File: config.mk
export PLATFORM = sky130hd
export DESIGN_NAME = uart_tx
export DESIGN_NICKNAME = d
export VERILOG_FILES = /design/src/rtl/uart_pkg.sv /design/src/rtl/uart_tx.sv
export SDC_FILE = /design/constraint.sdc
export NUM_CORES = 1
export LEC_CHECK = 0
export ABC_AREA = 1
export BUFFER_PORTS_ARGS = -buffer_cell sky130_fd_sc_hd__clkbuf_2
export CORE_MARGIN = 2
export CORE_UTILIZATION = 45
export CTS_CLUSTER_DIAMETER = 40
export DETAILED_ROUTE_END_ITERATION = 12
export PLACE_DENSITY = 0.71
export SLEW_MARGIN = 0
export SYNTH_ARGS = -nofsm -noshare
export SYNTH_HDL_FRONTEND = slang
export SYNTH_SLANG_ARGS = --single-unit
File: constraint.sdc
create_clock -name CLK -period 1.7 [get_ports CLK]
set_input_delay 0.085 -clock CLK [delete_from_list [all_inputs] [get_ports CLK]]
set_output_delay 0.085 -clock CLK [all_outputs]
set_load 0.01 [all_outputs]
File: src/rtl/uart_pkg.sv
// Shared UART definitions: FSM state encodings and default frame timing,
// used by both the transmitter and the receiver.
package uart_pkg;

  typedef enum logic [1:0] {
    ST_IDLE  = 2'd0,
    ST_START = 2'd1,
    ST_DATA  = 2'd2,
    ST_STOP  = 2'd3
  } uart_state_e;

  localparam int DBIT_DEF    = 8;
  localparam int OVS_DEF     = 16;
  localparam int SB_TICK_DEF = 16;

endpackage

File: src/rtl/uart_tx.sv
// UART transmitter: start bit, DBIT data bits LSB first, stop period, all timed in TICKs.
// Define UART_TX_PARITY_EN to append an even-parity bit after the last data bit.
module uart_tx
  import uart_pkg::*;
#(
  parameter int DBIT    = DBIT_DEF,
  parameter int SB_TICK = SB_TICK_DEF,
  parameter int OVS     = OVS_DEF
) (
  input  logic            CLK,
  input  logic            RESET,
  input  logic            TICK,
  input  logic            TX_START,
  input  logic [DBIT-1:0] DIN,
  output logic            TX_DONE,
  output logic            TX,
  output logic            TX_BUSY,
  output logic [1:0]      STATE
);

  // Tick counter must reach both OVS-1 and SB_TICK-1.
  localparam int S_MAX = (SB_TICK > OVS) ? SB_TICK : OVS;
  localparam int S_W   = (S_MAX <= 16) ? 4 : $clog2(S_MAX);
`ifdef UART_TX_PARITY_EN
  localparam int N_W    = 4;
  localparam int LAST_N = DBIT;
`else
  localparam int N_W    = 3;
  localparam int LAST_N = DBIT - 1;
`endif

  // Handshake: TX_START is sampled only while IDLE; a request in any other
  // state is dropped, and TX_BUSY reports (from the state register) when that is.
  uart_state_e     state_q, state_d;
  logic [S_W-1:0]  s_q, s_d;
  logic [N_W-1:0]  n_q, n_d;
  logic [DBIT-1:0] b_q, b_d;
  logic            tx_q, tx_d;
  logic            done_q, done_d;
`ifdef UART_TX_PARITY_EN
  logic            par_q, par_d;
`endif

  always_ff @(posedge CLK or posedge RESET) begin
    if (RESET) begin
      state_q <= ST_IDLE;
      s_q     <= '0;
      n_q     <= '0;
      b_q     <= '0;
      tx_q    <= 1'b1;
      done_q  <= 1'b0;
`ifdef UART_TX_PARITY_EN
      par_q   <= 1'b0;
`endif
    end else begin
      state_q <= state_d;
      s_q     <= s_d;
      n_q     <= n_d;
      b_q     <= b_d;
      tx_q    <= tx_d;
      done_q  <= done_d;
`ifdef UART_TX_PARITY_EN
      par_q   <= par_d;
`endif
    end
  end

  always_comb begin
    state_d = state_q;
    s_d     = s_q;
    n_d     = n_q;
    b_d     = b_q;
    done_d  = 1'b0;
`ifdef UART_TX_PARITY_EN
    par_d   = par_q;
`endif
    unique case (state_q)
      ST_IDLE: begin
        if (TX_START) begin
          b_d     = DIN;
          s_d     = '0;
          state_d = ST_START;
`ifdef UART_TX_PARITY_EN
          par_d   = ^DIN;
`endif
        end
      end
      ST_START: begin
        if (TICK) begin
          if (s_q == S_W'(OVS - 1)) begin
            s_d     = '0;
            n_d     = '0;
            state_d = ST_DATA;
          end else begin
            s_d = s_q + 1'b1;
          end
        end
      end
      ST_DATA: begin
        if (TICK) begin
          if (s_q == S_W'(OVS - 1)) begin
            s_d = '0;
            b_d = b_q >> 1;
            if (n_q == N_W'(LAST_N)) state_d = ST_STOP;
            else                     n_d     = n_q + 1'b1;
          end else begin
            s_d = s_q + 1'b1;
          end
        end
      end
      ST_STOP: begin
        if (TICK) begin
          if (s_q == S_W'(SB_TICK - 1)) begin
            s_d     = '0;
            done_d  = 1'b1;
            state_d = ST_IDLE;
          end else begin
            s_d = s_q + 1'b1;
          end
        end
      end
      default: state_d = ST_IDLE;
    endcase
  end

  // Line level is computed from the next state so TX changes together with STATE.
  always_comb begin
    tx_d = 1'b1;
    unique case (state_d)
      ST_START: tx_d = 1'b0;
`ifdef UART_TX_PARITY_EN
      ST_DATA:  tx_d = (n_d == N_W'(DBIT)) ? par_d : b_d[0];
`else
      ST_DATA:  tx_d = b_d[0];
`endif
      default:  tx_d = 1'b1;
    endcase
  end

  assign TX      = tx_q;
  assign TX_DONE = done_q;
  assign TX_BUSY = (state_q != ST_IDLE);
  assign STATE   = state_q;

endmodule

Yosys cells after proc, flatten, opt, wreduce, memory -nomap -nowiden
Index checks and enable logic that the tools add are counted.
{"block": "classes", "mux": 27, "addsub": 2, "n_reduce_logical": 8, "n_eq_ne": 14}
{"cell": "$mux 8", "count": 3}
{"cell": "$mux 2", "count": 8}
{"cell": "$pmux 8 s2", "count": 1}
{"cell": "$mux 3", "count": 5}
{"cell": "$mux 4", "count": 3}
{"cell": "$ne 2x2->1 const B", "count": 6}
{"cell": "$pmux 2 s4", "count": 1}
{"cell": "$pmux 4 s2", "count": 1}
{"cell": "$eq 2x2->1 const B", "count": 3}
{"cell": "$pmux 3 s2", "count": 1}
{"cell": "$reduce_and 6->1", "count": 1}
{"cell": "$reduce_bool 2->1", "count": 3}
{"cell": "$add 4x1->4 const B", "count": 1}
{"cell": "$eq 2x1->1 const B", "count": 2}
{"cell": "$eq 4x4->1 const B", "count": 1}
{"cell": "$reduce_and 4->1", "count": 1}
{"cell": "$add 3x1->3 const B", "count": 1}
{"cell": "$eq 3x3->1 const B", "count": 1}
{"cell": "$mux 1", "count": 3}
{"cell": "$reduce_or 3->1", "count": 1}
{"cell": "$logic_not 2->1", "count": 1}
{"cell": "$ne 2x1->1 const B", "count": 1}
{"cell": "$pmux 1 s2", "count": 1}
{"cell": "$reduce_and 2->1", "count": 1}
{"block": "totals", "reg_bits": 19, "input_bits": 12, "elab_cells": 58, "out_inout_bits": 5}

Depth between registers and ports, before layout
{"block": "depth", "ltp_word": 7, "mapped_depth": 9, "ltp_nobuf": 9}

Worst setup path before layout
OpenSTA, ideal clock, no wires.
{"block": "synth_timing", "path_kind": "register to register", "startpoint": "reg s_q[0]", "endpoint": "reg b_q[1]", "setup_ps": 65, "required_ps": 1635, "t_arrival_ps": 1253, "path_slack_ps": 382, "path_buffers": 0, "stages_incl_launch_ff": 7, "cell_sequence": "dfrtp_1 ha_1 nand3_4 clkinv_1 o22ai_4 nand2_1 nand2_1"}
{"block": "synth_via", "elab_chain_cells": 3}
{"item": "start, declared", "line_no": "uart_tx.sv:35", "text": "logic [S_W-1:0] s_q, s_d;"}
{"item": "start signal, assigned", "line_no": "uart_tx.sv:47", "text": "s_q <= '0;"}
{"item": "start signal, assigned", "line_no": "uart_tx.sv:57", "text": "s_q <= s_d;"}
{"item": "$eq 4x4->1", "line_no": "uart_tx.sv:101", "text": "if (s_q == S_W'(OVS - 1)) begin"}
{"item": "$ne 2x2->1 (no source line)"}
{"item": "$reduce_and 4->1 (no source line)"}
{"item": "end signal, assigned", "line_no": "uart_tx.sv:49", "text": "b_q <= '0;"}
{"item": "end signal, assigned", "line_no": "uart_tx.sv:59", "text": "b_q <= b_d;"}
{"item": "end, declared", "line_no": "uart_tx.sv:37", "text": "logic [DBIT-1:0] b_q, b_d;"}
No other way between the ends.
A chain may end at the register's enable or synchronous reset.

Worst setup path after layout
{"block": "layout_timing", "startpoint": "reg s_q[0]", "endpoint": "reg b_q[5]"}
Same word-level chain as after synthesis.

==> qor.csv <==
metric,value,unit
outcome,"complete, no violations",
cp_num_buf_inv,1,
grt_max_degree,20,
drc,0,
synth_top_area_cell,dfrtp_1,
gp_congestion,0.731,
cp.required,1.95,ns
hold_violations,0,
ys_ff_latch,19,
max_cap_viol_count,0,
crit_arrival,1.71,ns
wl_per_cell,11.6,um
area_delta_synth_final,16.0,%
hold_depth,3,
hp-class,in -> reg,
dpl_cell_area,0.00113,mm2
crit_slowest_cell,dfrtp_1,
port_buffers,16,
first_global_vias,774,
p_leak,0.634,nW
min-delay-start,DIN[6],
n_fill_cell,206,
fin_util,54.5,%
cts_sinks,19,
post-place-ws,0.256,ns
cts-resized-gates,0,
rrSetupSlack,0.23,ns
via_count,846,
syn_area,0.00102,mm2
cts_buffers,3,
clock-root-buffer,clkbuf_4,
async_flop_share,100,%
syn_nets,129,
rr_worst_depth,6,
crit_chain,ha_1 -> nand3_4 -> clkinv_1 -> o22ai_4 -> nand2_1 -> nand2_1,
yosysTopAreaCellShare,44.2,%
antenna_found_initial,0,
drt_wl_total,1900,um
yosysSeqAreaShare,46.7,%
die_w,51.6,um
first_iter_violations,18,
min_period,1.47,ns
design.core.area,0.00217,mm2
synth_flop_cell,dfrtp_1,
clock_path_buffers,2,
max_freq,0.682,GHz
cp_slowest_stage_delay,0.42,ns
h-tree-depth,1,
dp_cells,158,
layout.cells.non_filler,164,
synthTopCellsByCount,"38 x nand2_1, 18 x dfrtp_1, 8 x nand3_1, 7 x inv_1, 6 x a22oi_1",
syn_area_per_cell,8.94,um2
fin_setup_tns,0,ns
cts_post_setup_buffers_inserted,0,
powerDensity,1350,mW/mm2
dieHeight,51.6,um
synth_cells,114,
clk_latency,0.30,ns
fin_skew,0.00681,ns
routed_via_density,5.16,
final_antenna_net_count,0,
period_share,86.3,%
clk_pin_slew,0.11,ns
grtUsageTotal,17.2,%
cpMostUsedCell,nand2_1,
ir_worst_vdd,0.788,mV
grt_pass1_wl,3410,um
worst_slew_pin_slew,0.721,ns
relSlewSlack,51.9,%
synthMostInstantiatedCell,nand2_1,
synth_cell_types,28,
cts_tree,yes,
rsz0062_at_grt,false,
finish.instance_area,0.00118,mm2
drv_slew,0,
path_max_fanout,7,
synthTopCellsByArea,"dfrtp_1 44%, nand2_1 14%, a22oi_1 4.4%",
fp-row-count,17,
grt_overflow,0,
io_pins,17,
holdPathEnd,b_q[6]$_DFFE_PP0P_,
synth_edf_count,0,
die-area,0.00266,mm2
crit_type,reg -> reg,
end_kind,flip-flop,
setup_viol,0,
reg2reg_to,b_q[5]$_DFFE_PP0P_,
place_hpwl,1420,um
first_pass_iters,4,
layout_setup_ws,0.233,ns
path_delay_family,flip-flops,
start_util,47.0,%
worstSetupStartpointType,flip-flop,
final_nets,152,
yosys_warnings,0,
diodes,0,
drive_above_1_share,28.7,%
rr_startpoint,s_q[0]$_DFFE_PP0P_,
## report_power, final
part,leakage (nW),internal (mW),switching (mW)
registers,0.238,0.622,0.148
logic,0.378,0.228,0.374
clock network,0.0177,0.0876,0.141
## layer usage
layer,GRT usage (%),wire length (um),vias to the layer above
li1,-,-,424
met1,22.6,875,402
met2,27.8,943,18
met3,4.31,68,2
met4,5.70,8,0
met5,0,0,-
## through the flow
stage | hold WS [ns] | total power [mW]
floorplan | 0.0354 | 1.21
global placement | 0.217 | 1.35
finish | 0.0244 | 1.60
CTS | 0.0139 | 1.61
global route | 0.0166 | 1.75
detailed placement | 0.228 | 1.38
## how the worst max path moves through the flow
stage,startpoint,depth (start not counted),slack [ns],endpoint
after floorplan,s_q[0]$_DFFE_PP0P_,6,0.38,b_q[1]$_DFFE_PP0P_
after global routing,s_q[0]$_DFFE_PP0P_,6,0.12,b_q[4]$_DFFE_PP0P_
after CTS,s_q[0]$_DFFE_PP0P_,6,0.24,b_q[1]$_DFFE_PP0P_
after global placement,s_q[0]$_DFFE_PP0P_,6,0.30,b_q[7]$_DFFE_PP0P_
after detailed placement,s_q[0]$_DFFE_PP0P_,6,0.26,b_q[5]$_DFFE_PP0P_
final,s_q[0]$_DFFE_PP0P_,6,0.23,b_q[5]$_DFFE_PP0P_
## timing repair
action / 4_1_cts / 5_1_grt
endpoints found under the hold margin: 19 / 0
hold buffers: 2 / 0
setup endpoints to repair: 0 / 0
## cells by family after synthesis
kind of cell | share of synthesized area [%]
AND/OR/NAND/NOR | 31.8
flip-flops | 46.7
AO/OA/AOI/OAI | 12.3
buffers and inverters | 4.66
adder cells (fa/ha/maj) | 3.68
XOR/XNOR | 0.859
## state kept, by name (all words and copies together), names as in the netlist
name     cells
STATE        2
TX           1
TX_DONE      1
b_q          8
n_q          3
s_q          4
## layout by cell type (no fill, tap or decap), types with 3 or more instances in the layout
master | netlist | routed
nand2_1 | 38 | 38
dfrtp_1 | 18 | 18
clkbuf_2 | 0 | 16
nand3_1 | 8 | 8
inv_1 | 7 | 7
a22oi_1 | 6 | 6
inv_2 | 3 | 3
nand3_2 | 3 | 3
o21ai_1 | 3 | 3
o21ai_0 | 3 | 3
nand2_2 | 3 | 3
ha_1 | 3 | 3
clkbuf_4 | 0 | 3
## layout make-up
class / instances / area (um2) / area share, %
Clock buffer: 3 / 22.5 / 1.90
Clock inverter: 1 / 5.00 / 0.423
Inverter: 12 / 47.5 / 4.02
Multi-Input combinational cell: 83 / 495 / 41.9
Sequential cell: 19 / 477 / 40.3
Tap cell: 28 / 35.0 / 2.96
Timing Repair Buffer: 18 / 100 / 8.47
## worst reg2reg max path, stage by stage, from the launching register on
cell and delay (ns):
dfrtp_1 0.42, ha_1 0.28, nand3_4 0.17, clkinv_1 0.14
o22ai_4 0.25, nand2_1 0.10, nand2_1 0.07
(Power assumes the default switching activity.)
